### config.mk
export PLATFORM = sky130hd
export DESIGN_NAME = dmi_regbus_bridge_flat
export DESIGN_NICKNAME = d
export VERILOG_FILES = /design/src/rtl/dmi_pkg.sv /design/src/rtl/dmi_regbus_bridge_if.sv /design/src/rtl/dmi_timeout_ctr.sv /design/src/rtl/dmi_regbus_bridge.sv /design/src/flat_wrapper.sv
export SDC_FILE = /design/constraint.sdc
export NUM_CORES = 1
export LEC_CHECK = 0
export CELL_PAD_IN_SITES_DETAIL_PLACEMENT = 0
export CELL_PAD_IN_SITES_GLOBAL_PLACEMENT = 1
export CORE_ASPECT_RATIO = 0.75
export CORE_MARGIN = 8
export CORE_UTILIZATION = 35
export CTS_CLUSTER_SIZE = 12
export DETAILED_ROUTE_END_ITERATION = 8
export HOLD_SLACK_MARGIN = 0.06
export PLACE_DENSITY_LB_ADDON = 0.25
export SLEW_MARGIN = 20
export SYNTH_ARGS = -nofsm -noshare
export SYNTH_HDL_FRONTEND = slang
export SYNTH_SLANG_ARGS = --single-unit
### constraint.sdc
create_clock -name clk -period 5.45 [get_ports clk]
set_clock_uncertainty 0.1 [all_clocks]
set_input_delay 1.09 -clock clk [delete_from_list [all_inputs] [get_ports clk]]
set_output_delay 1.09 -clock clk [all_outputs]
set_load 0.05 [all_outputs]
### src/rtl/dmi_pkg.sv
// Shared definitions for the DMI-to-register-bus bridge: opcode and
// response encodings, the bridge FSM states and default bus widths.
package dmi_pkg;

    localparam int DMI_ADDR_W = 7;
    localparam int DMI_DATA_W = 32;

    localparam logic [1:0] DMI_OP_NOP   = 2'd0;
    localparam logic [1:0] DMI_OP_READ  = 2'd1;
    localparam logic [1:0] DMI_OP_WRITE = 2'd2;

    localparam logic [1:0] DMI_RESP_OK   = 2'd0;
    localparam logic [1:0] DMI_RESP_FAIL = 2'd2;
    localparam logic [1:0] DMI_RESP_BUSY = 2'd3;

    typedef enum logic [1:0] {
        IDLE,
        BUS_REQ,
        BUS_WAIT,
        RESP
    } dmi_state_e;

endpackage

### src/rtl/dmi_regbus_bridge_if.sv
// Handshake and bus signals of the bridge. The slave modport is the bridge
// itself; the master modport is the environment (debug transport on the
// request/response side plus the register bus on the other side).
interface dmi_regbus_bridge_if
    import dmi_pkg::*;
#(
    parameter int ADDR_W = DMI_ADDR_W,
    parameter int DATA_W = DMI_DATA_W
);

    logic              debug_req_valid;
    logic              debug_req_ready;
    logic [ADDR_W-1:0] debug_req_bits_addr;
    logic [1:0]        debug_req_bits_op;
    logic [DATA_W-1:0] debug_req_bits_data;
    logic              debug_resp_valid;
    logic              debug_resp_ready;
    logic [1:0]        debug_resp_bits_resp;
    logic [DATA_W-1:0] debug_resp_bits_data;

    logic              bus_req_valid;
    logic              bus_req_ready;
    logic              bus_we;
    logic [ADDR_W-1:0] bus_addr;
    logic [DATA_W-1:0] bus_wdata;
    logic              bus_ack;
    logic              bus_err;
    logic [DATA_W-1:0] bus_rdata;
    logic              bus_abort;
    logic              err_sticky;

    modport slave (
        input  debug_req_valid, debug_req_bits_addr, debug_req_bits_op, debug_req_bits_data,
        output debug_req_ready,
        output debug_resp_valid, debug_resp_bits_resp, debug_resp_bits_data,
        input  debug_resp_ready,
        output bus_req_valid, bus_we, bus_addr, bus_wdata,
        input  bus_req_ready, bus_ack, bus_err, bus_rdata,
        output bus_abort, err_sticky
    );

    modport master (
        output debug_req_valid, debug_req_bits_addr, debug_req_bits_op, debug_req_bits_data,
        input  debug_req_ready,
        input  debug_resp_valid, debug_resp_bits_resp, debug_resp_bits_data,
        output debug_resp_ready,
        input  bus_req_valid, bus_we, bus_addr, bus_wdata,
        output bus_req_ready, bus_ack, bus_err, bus_rdata,
        input  bus_abort, err_sticky
    );

endinterface

### src/rtl/dmi_timeout_ctr.sv
// Cycle counter guarding the wait for a register-bus acknowledge.
// Expire is raised once the counter has reached TIMEOUT-1.
module dmi_timeout_ctr #(
    parameter int TIMEOUT = 255
) (
    input  logic clk,
    input  logic reset,
    input  logic clear,
    input  logic enable,
    output logic expire
);

    localparam int CNT_W = $clog2(TIMEOUT + 1);
    localparam logic [CNT_W-1:0] LAST = CNT_W'(TIMEOUT - 1);
    localparam logic [CNT_W-1:0] ONE  = CNT_W'(1);

    logic [CNT_W-1:0] count_q;

    // Clear dominates; the count never wraps because the owner leaves the wait state at LAST.
    always_ff @(posedge clk or posedge reset) begin
        if (reset) begin
            count_q <= '0;
        end else if (clear) begin
            count_q <= '0;
        end else if (enable) begin
            count_q <= count_q + ONE;
        end
    end

    assign expire = (count_q == LAST);

endmodule

### src/rtl/dmi_regbus_bridge.sv
// Turns each DMI request into at most one register-bus transaction and
// returns exactly one DMI response, aborting the bus wait after TIMEOUT cycles.
module dmi_regbus_bridge
    import dmi_pkg::*;
#(
    parameter int ADDR_W  = DMI_ADDR_W,
    parameter int DATA_W  = DMI_DATA_W,
    parameter int TIMEOUT = 255
) (
    input logic clk,
    input logic reset,
    dmi_regbus_bridge_if.slave bif
);

    dmi_state_e state_q, state_d;

    logic [ADDR_W-1:0] addr_q;
    logic              we_q;
    logic [DATA_W-1:0] wdata_q;
    logic [1:0]        resp_q, resp_d;
    logic [DATA_W-1:0] rdata_q, rdata_d;
    logic              abort_q, abort_d;
    logic              sticky_q;
    logic              accept;
    logic              enter_resp;
    logic              timer_clear;
    logic              timer_en;
    logic              timer_expire;

    assign accept      = bif.debug_req_valid && (state_q == IDLE);
    assign enter_resp  = (state_d == RESP) && (state_q != RESP);
    assign timer_clear = (state_q != BUS_WAIT);

    dmi_timeout_ctr #(
        .TIMEOUT(TIMEOUT)
    ) u_timeout (
        .clk   (clk),
        .reset (reset),
        .clear (timer_clear),
        .enable(timer_en),
        .expire(timer_expire)
    );

    // Next-state and response selection; an ack in the expiry cycle beats the timeout.
    always_comb begin
        state_d  = state_q;
        resp_d   = resp_q;
        rdata_d  = rdata_q;
        abort_d  = 1'b0;
        timer_en = 1'b0;
        case (state_q)
            IDLE: begin
                if (accept) begin
                    if (bif.debug_req_bits_op == DMI_OP_NOP) begin
                        state_d = RESP;
                        resp_d  = DMI_RESP_OK;
                        rdata_d = '0;
                    end else if ((bif.debug_req_bits_op == DMI_OP_READ) ||
                                 (bif.debug_req_bits_op == DMI_OP_WRITE)) begin
                        state_d = BUS_REQ;
                    end else begin
                        state_d = RESP;
                        resp_d  = DMI_RESP_FAIL;
                        rdata_d = '0;
                    end
                end
            end
            BUS_REQ: begin
                if (bif.bus_req_ready) begin
                    state_d = BUS_WAIT;
                end
            end
            BUS_WAIT: begin
                if (bif.bus_ack) begin
                    state_d = RESP;
                    resp_d  = bif.bus_err ? DMI_RESP_FAIL : DMI_RESP_OK;
                    rdata_d = (!we_q && !bif.bus_err) ? bif.bus_rdata : '0;
                end else if (timer_expire) begin
                    state_d = RESP;
                    resp_d  = DMI_RESP_BUSY;
                    rdata_d = '0;
                    abort_d = 1'b1;
                end else begin
                    timer_en = 1'b1;
                end
            end
            RESP: begin
                if (bif.debug_resp_ready) begin
                    state_d = IDLE;
                end
            end
            default: state_d = IDLE;
        endcase
    end

    // State register.
    always_ff @(posedge clk or posedge reset) begin
        if (reset) begin
            state_q <= IDLE;
        end else begin
            state_q <= state_d;
        end
    end

    // Capture the request so the bus side sees stable values while it stalls.
    always_ff @(posedge clk or posedge reset) begin
        if (reset) begin
            addr_q  <= '0;
            we_q    <= 1'b0;
            wdata_q <= '0;
        end else if (accept) begin
            addr_q  <= bif.debug_req_bits_addr;
            we_q    <= (bif.debug_req_bits_op == DMI_OP_WRITE);
            wdata_q <= bif.debug_req_bits_data;
        end
    end

    // Response fields, abort pulse and the sticky error flag.
    always_ff @(posedge clk or posedge reset) begin
        if (reset) begin
            resp_q   <= DMI_RESP_OK;
            rdata_q  <= '0;
            abort_q  <= 1'b0;
            sticky_q <= 1'b0;
        end else begin
            resp_q  <= resp_d;
            rdata_q <= rdata_d;
            abort_q <= abort_d;
            if (enter_resp && (resp_d != DMI_RESP_OK)) begin
                sticky_q <= 1'b1;
            end
        end
    end

    assign bif.debug_req_ready      = (state_q == IDLE);
    assign bif.debug_resp_valid     = (state_q == RESP);
    assign bif.debug_resp_bits_resp = resp_q;
    assign bif.debug_resp_bits_data = rdata_q;
    assign bif.bus_req_valid        = (state_q == BUS_REQ);
    assign bif.bus_we               = (state_q == BUS_REQ) && we_q;
    assign bif.bus_addr             = (state_q == BUS_REQ) ? addr_q : '0;
    assign bif.bus_wdata            = (state_q == BUS_REQ) ? wdata_q : '0;
    assign bif.bus_abort            = abort_q;
    assign bif.err_sticky           = sticky_q;

endmodule

### src/flat_wrapper.sv
// flat-port wrapper written by rule: the top's interface ports become plain ports
module dmi_regbus_bridge_flat import dmi_pkg::*;
#(
    parameter int ADDR_W  = DMI_ADDR_W,
    parameter int DATA_W  = DMI_DATA_W,
    parameter int TIMEOUT = 255
)
  (clk, reset, bif_debug_req_valid, bif_debug_req_bits_addr, bif_debug_req_bits_op, bif_debug_req_bits_data, bif_debug_req_ready, bif_debug_resp_valid, bif_debug_resp_bits_resp, bif_debug_resp_bits_data, bif_debug_resp_ready, bif_bus_req_valid, bif_bus_we, bif_bus_addr, bif_bus_wdata, bif_bus_req_ready, bif_bus_ack, bif_bus_err, bif_bus_rdata, bif_bus_abort, bif_err_sticky);
  dmi_regbus_bridge_if #(.ADDR_W(ADDR_W), .DATA_W(DATA_W)) bif_i ();
  input logic clk;
  input logic reset;
  input wire logic [$bits(bif_i.debug_req_valid)-1:0] bif_debug_req_valid;
  input wire logic [$bits(bif_i.debug_req_bits_addr)-1:0] bif_debug_req_bits_addr;
  input wire logic [$bits(bif_i.debug_req_bits_op)-1:0] bif_debug_req_bits_op;
  input wire logic [$bits(bif_i.debug_req_bits_data)-1:0] bif_debug_req_bits_data;
  output wire logic [$bits(bif_i.debug_req_ready)-1:0] bif_debug_req_ready;
  output wire logic [$bits(bif_i.debug_resp_valid)-1:0] bif_debug_resp_valid;
  output wire logic [$bits(bif_i.debug_resp_bits_resp)-1:0] bif_debug_resp_bits_resp;
  output wire logic [$bits(bif_i.debug_resp_bits_data)-1:0] bif_debug_resp_bits_data;
  input wire logic [$bits(bif_i.debug_resp_ready)-1:0] bif_debug_resp_ready;
  output wire logic [$bits(bif_i.bus_req_valid)-1:0] bif_bus_req_valid;
  output wire logic [$bits(bif_i.bus_we)-1:0] bif_bus_we;
  output wire logic [$bits(bif_i.bus_addr)-1:0] bif_bus_addr;
  output wire logic [$bits(bif_i.bus_wdata)-1:0] bif_bus_wdata;
  input wire logic [$bits(bif_i.bus_req_ready)-1:0] bif_bus_req_ready;
  input wire logic [$bits(bif_i.bus_ack)-1:0] bif_bus_ack;
  input wire logic [$bits(bif_i.bus_err)-1:0] bif_bus_err;
  input wire logic [$bits(bif_i.bus_rdata)-1:0] bif_bus_rdata;
  output wire logic [$bits(bif_i.bus_abort)-1:0] bif_bus_abort;
  output wire logic [$bits(bif_i.err_sticky)-1:0] bif_err_sticky;
  assign bif_i.debug_req_valid = bif_debug_req_valid;
  assign bif_i.debug_req_bits_addr = bif_debug_req_bits_addr;
  assign bif_i.debug_req_bits_op = bif_debug_req_bits_op;
  assign bif_i.debug_req_bits_data = bif_debug_req_bits_data;
  assign bif_debug_req_ready = bif_i.debug_req_ready;
  assign bif_debug_resp_valid = bif_i.debug_resp_valid;
  assign bif_debug_resp_bits_resp = bif_i.debug_resp_bits_resp;
  assign bif_debug_resp_bits_data = bif_i.debug_resp_bits_data;
  assign bif_i.debug_resp_ready = bif_debug_resp_ready;
  assign bif_bus_req_valid = bif_i.bus_req_valid;
  assign bif_bus_we = bif_i.bus_we;
  assign bif_bus_addr = bif_i.bus_addr;
  assign bif_bus_wdata = bif_i.bus_wdata;
  assign bif_i.bus_req_ready = bif_bus_req_ready;
  assign bif_i.bus_ack = bif_bus_ack;
  assign bif_i.bus_err = bif_bus_err;
  assign bif_i.bus_rdata = bif_bus_rdata;
  assign bif_bus_abort = bif_i.bus_abort;
  assign bif_err_sticky = bif_i.err_sticky;
  dmi_regbus_bridge #(.ADDR_W(ADDR_W), .DATA_W(DATA_W), .TIMEOUT(TIMEOUT)) u_core (.clk(clk), .reset(reset), .bif(bif_i));
endmodule
-- Yosys cells after proc, flatten, opt, wreduce, memory -nomap -nowiden
Cells that the tools add are included.
- add/sub/neg operators: 1
- equality and inequality tests: 12
- mux-type cells: 32
- reduce and logical (&&, ||, !) cells: 14
- operator list (operator ; number):
    two-way mux 32 bit ; 7
    one-hot mux 32 bit (2 select lines) ; 1
    two-way mux 2 bit ; 13
    two-way mux 8 bit ; 2
    adder 8 x 1 -> 8 bit, second input constant ; 1
    == test 2 bit, second input constant ; 4
    == test 8 bit, second input constant ; 1
    one-hot mux 2 bit (4 select lines) ; 1
    two-way mux 7 bit ; 1
    two-way mux 1 bit ; 6
    inequality test 3 x 2 -> 1 bit, second input constant ; 2
    nonzero test 2 bit ; 3
    logical AND 1 bit ; 5
    == test 2 x 1 -> 1 bit, second input constant ; 2
    logical NOT 2 bit ; 2
    inequality test 2 bit, second input constant ; 2
    one-hot mux 2 bit (2 select lines) ; 1
    AND reduction 4 bit ; 1
    logical NOT 1 bit ; 2
    inequality test 2 x 1 -> 1 bit, second input constant ; 1
    logical OR 1 bit ; 1
- register bits: 86
- bits of input ports: 80
- output and inout port bits: 79
- word-level logic and storage cells: 68

-- Depth between registers and ports, before layout
- word-level depth: 9
- depth in mapped cells: 8
- mapped depth without buffers: 6

-- Modules after synthesis
Synthesis repeated with hierarchy kept, for this count alone.
- cell total of the unflattened synthesis: 287
- area total of the unflattened synthesis: 3681.0 um^2
- by module, submodules not included (module ; times used ; cells an instance ; area an instance (um^2) ; seq. area each (um^2)):
    dmi_regbus_bridge ; 1 ; 245 ; 3274.4 ; 1951.9
    dmi_timeout_ctr ; 1 ; 42 ; 406.6 ; 200.2

-- Least setup slack after synthesis
No wires, ideal clock.
- path kind: register to output
- from: register u_core.state_q[0]
- to: output port bif_bus_addr[0]
- arrival time: 1.960 ns
- required time: 4.260 ns
- slack: 2.300 ns
- cell stages (with the launch flop): 5
- buffers on the path: 2
- cells stage by stage: dfrtp_1 > buf_2 > nor2b_1 > clkbuf_1 > and2_1
- cells in the longest elaborated chain, start to end: 2
- RTL lines (item ; RTL line ; RTL):
    start: declaration ; dmi_regbus_bridge.sv:15 ; dmi_state_e state_q, state_d;
    start signal: assignment ; dmi_regbus_bridge.sv:101 ; state_q <= state_d;
    == test 2 x 1 -> 1 bit ; n/a ;
    named net bif_bus_req_valid ; flat_wrapper.sv:21 ; output wire logic [$bits(bif_i.bus_req_valid)-1:0] bif_bus_req_valid;
    two-way mux 7 bit ; dmi_regbus_bridge.sv:141 ; assign bif.bus_addr = (state_q == BUS_REQ) ? addr_q : '0;
    end: declaration ; flat_wrapper.sv:23 ; output wire logic [$bits(bif_i.bus_addr)-1:0] bif_bus_addr;
The timed path passes the listed nets, and every way through them passes these cells.

-- Worst setup path after layout
- from: register u_core.state_q[0]
- to: output port bif_bus_wdata[30]
- cells in the longest elaborated chain, start to end: 2
- RTL lines (item ; RTL line ; RTL):
    == test 2 x 1 -> 1 bit ; dmi_regbus_bridge.sv:142 ; assign bif.bus_wdata = (state_q == BUS_REQ) ? wdata_q : '0;
    two-way mux 32 bit ; dmi_regbus_bridge.sv:142 ;
    end: declaration ; flat_wrapper.sv:24 ; output wire logic [$bits(bif_i.bus_wdata)-1:0] bif_bus_wdata;
No other way between the ends.

==> key figures <==
Final layout
  • Diodes inserted: 0
  • Share of layout cells above drive strength 1: 0.161
  • Final nets: 532
  • Area Growth Syn to Fin: 53.8%
  • Layout Utilization: 0.556
  • Finished Layout Cells: 589

Setup path
  • Critical Path Start Type: flip-flop
  • R2R depth: 6
  • Biggest cell delay along the critical path: 0.81 ns
  • Worst R2R End: u_core.bif.debug_resp_bits_data[0]
  • Worst setup path end: bif_bus_wdata[30]
  • Crit Path Max Fanout: 41
  • Setup CP Type: reg2out
  • Critical path cell sequence: nor2b_2 -> buf_4 -> and2_1 -> clkdlybuf4s50_1
  • R2R Setup Slk: 3.30 ns
  • Critical Path RT: 4.26 ns
  • Critical Path Source: u_core.state_q[0]
  • RR Startpoint: u_core.state_q[0]
  • CP Data Arrival Time: 2.50 ns
  • Critical Path Sink Type: output port
  • Max stage delay cell, worst path: clkdlybuf4s50_1

Floorplanning
  • Die X: 135 um
  • Starting Density: 0.361
  • I/O pin total: 159
  • Row Count: 32
  • Die area: 0.0143 mm^2
  • Die height: 106 um
  • Core area: 0.0104 mm^2

Routing
  • DR vias: 2,874
  • Routed vias/inst: 4.88
  • WL/cell: 18.0 um
  • Drt drc: 0
  • Iter 0 DRT Violations: 124
  • Detail Route Antenna Nets: 0
  • Total wire length: 10.6 mm
  • DR pass1 iterations: 4

Clock tree
  • Clock sinks: 86
  • Hold_buf cts: 0
  • PostCTS Resize Cnt: 0
  • CTS root buffer: clkbuf_16
  • Reg clk slew, reported paths: 0.06 ns
  • CTS tree: built
  • Longest Clk Path Bufs: 2
  • H-tree levels: 3
  • Worst-skew pair later-pin latency: 0.34 ns
  • CTS buffer count: 9
  • Postcts setup bufs: 0

Synthesis
  • Post-synth top area share: 0.574
  • Synth area leaders: dfrtp_1 57%, mux2_2 12%, a22o_1 7.5%
  • Mapped cell area: 0.00375 mm^2
  • Sequential share of the synthesized area: 0.574
  • Post-synth net total: 376
  • Average size of a mapped cell: 12.8 um^2
  • Yosys reg bits: 86
  • Top cell type by total area after synthesis: dfrtp_1
  • Synth cell types: 42
  • Yosys warns: 0
  • Syn Inst Count: 292

Power
  • Switching power: 0.00157 W
  • Final total power: 0.00357 W
  • Switching Fraction: 0.440
  • Clock power share: 0.167
  • Flop pwr share: 0.311
  • Lkg Pwr: 2.41 nW
  • Combinational share of power: 0.522
  • Worst VDD drop: 0.402 mV
  • PwrDens: 620 mW/mm^2
  • Int Pwr: 0.00200 W

STA
  • Max Fclk: 271 MHz
  • Final Hold Vio Count: 0
  • Max-slew violation count: 0
  • Min Tclk post-route: 3.69 ns
  • RSZ-0062 raised after global routing: false
  • Pin slew with the least headroom to its limit: 0.760 ns
  • Final TNS setup: 0 ns
  • Final setup vio count: 0
  • Fin crit share: 0.678
  • Max_slew headroom: 0.493
  • WHS: 0.394 ns

Hold path
  • Hold Crit Start: u_core.wdata_q[19]
  • Worst Hold Class: reg2reg

Placement
  • Final GP Congestion: 0.762
  • Placed cell count: 572
  • Hpwl dp: 7.80 mm
  • Port Buffers: 158

Global route
  • First-pass GRT wire length: 17.0 mm
  • GR peak layer: met2
  • GRT Util Overall: 0.150
  • GRT met3 Usage: 0.0916
  • Met2 global-route usage: 0.212
  • Gr ovfl total: 0
  • Number of global-route vias before repair: 3,165
  • Initial antenna violation count: 0
  • Largest net degree at the start of global routing: 62
  • M1 GR Usage: 0.187

Status
  • Run status: finished, final reports clean

Job
  • Max Cap Violations: 0
==> through the flow <==
stage	cell area (um^2)	worst slack [ns]
floorplan	3750	2.04
global placement	5450	2.13
detailed placement	5450	2.07
CTS	5750	1.73
global route	5760	1.58
finish	5760	1.76
==> power groups by stage <==
stage	sequential (W)	clock [W]	combinational, W
after global placement	0.00111	0	0.00186
after global routing	0.00116	0.000638	0.00197
after detailed placement	0.00111	0	0.00189
final	0.00111	0.000597	0.00187
after floorplan	0.00150	0	0.000851
after CTS	0.00112	0.000614	0.00189
==> critical path: cells and delay by family (launching register included) <==
family	cells	cell delay, ns
buffers and inverters	2	1.14
DFF	1	0.58
and+or+nand+nor	2	0.42
==> kinds of logic (layout without fill, tap and decap cells) <==
kind of cell             count (synthesis)  in the layout  synth area share
multiplexers                            40             40             0.120
buffers and inverters                   27            188            0.0334
flip-flops                              86             86             0.574
XOR/XNOR                                 3              3           0.00701
AND/OR/NAND/NOR                         74             74             0.125
AO/OA/AOI/OAI                           58             58             0.127
adder cells (fa/ha/maj)                  4              4            0.0134
==> cell type report <==
type | instances | area [um^2]
Fill cell | 887 | 4610
Sequential cell | 86 | 2150
Timing Repair Buffer | 164 | 1630
Multi-Input combinational cell | 179 | 1480
Clock buffer | 12 | 267
Tap cell | 136 | 170
Inverter | 8 | 32.5
Clock inverter | 4 | 30.0
==> cell usage after synthesis <==
| library cell | n |
|---|---|
| a21oi_1 | 6 |
| a21o_4 | 1 |
| nand2b_1 | 5 |
| o21ai_1 | 1 |
| and3_4 | 1 |
| nor4_1 | 1 |
| buf_2 | 10 |
| o31ai_1 | 3 |
| nor3b_4 | 1 |
| xnor2_1 | 3 |
| nand3_1 | 2 |
| a211oi_1 | 1 |
| and2_1 | 42 |
| o21ba_2 | 1 |
| a31o_2 | 1 |
| o211ai_1 | 1 |
| a32oi_1 | 1 |
| a2111oi_0 | 2 |
| a21boi_2 | 1 |
| buf_6 | 1 |
| dfrtp_1 | 86 |
| clkbuf_1 | 7 |
| inv_1 | 8 |
| and4_1 | 1 |
| nand2_1 | 6 |
| a221o_1 | 1 |
| a311oi_1 | 1 |
| nor4b_2 | 1 |
| a22oi_1 | 1 |
| buf_4 | 1 |
| or4_1 | 3 |
| a211o_1 | 1 |
| nor3_2 | 1 |
| o21ai_0 | 1 |
| nor2b_1 | 2 |
| nor2_1 | 6 |
| nand4_1 | 1 |
| or2_2 | 1 |
| a22o_1 | 32 |
| mux2_2 | 40 |
| ha_1 | 4 |
| a31oi_1 | 2 |
==> per-layer routing <==
layer	vias up	routed length (um)
met5	-	0
met4	0	105
met3	8	1390
met2	131	4410
met1	1379	4730
li1	1356	-
==> worst min path at each step <==
stage | end | slack (ns) | cells past startpoint
3_5_place_dp | u_core.bif.debug_resp_bits_data[16] | 0.38 | 1
3_3_place_gp | u_core.wdata_q[23] | 0.38 | 1
6_report | u_core.wdata_q[19] | 0.39 | 1
5_1_grt | u_core.wdata_q[19] | 0.42 | 1
4_1_cts | u_core.wdata_q[19] | 0.40 | 1
2_1_floorplan | u_core.addr_q[0] | 0.37 | 1
==> sequential cells by signal (all words and copies together), names as in the netlist <==
register / cells
u_core.u_timeout.count_q: 8
u_core.bif.bus_abort: 1
u_core.bif.debug_resp_bits_data: 32
u_core.wdata_q: 32
u_core.bif.err_sticky: 1
u_core.state_q: 2
u_core.bif.debug_resp_bits_resp: 2
u_core.we_q: 1
u_core.addr_q: 7
==> layout by cell type, fill, tap and decap left out, types with 2 or more instances in the layout <==
cell | netlist | layout
a22o_1 | 32 | 32
a21oi_1 | 6 | 6
a31oi_1 | 2 | 2
a2111oi_0 | 2 | 2
nor2_1 | 6 | 6
and2_1 | 42 | 42
mux2_2 | 40 | 40
nand2b_1 | 5 | 5
ha_1 | 4 | 4
nand3_1 | 2 | 2
inv_1 | 8 | 7
clkdlybuf4s50_1 | 0 | 158
dfrtp_1 | 86 | 86
clkbuf_16 | 0 | 9
buf_4 | 1 | 5
nand2_1 | 6 | 6
clkbuf_8 | 0 | 3
clkinv_4 | 0 | 2
o31ai_1 | 3 | 3
or4_1 | 3 | 3
xnor2_1 | 3 | 3
(Power assumes the default switching activity.)
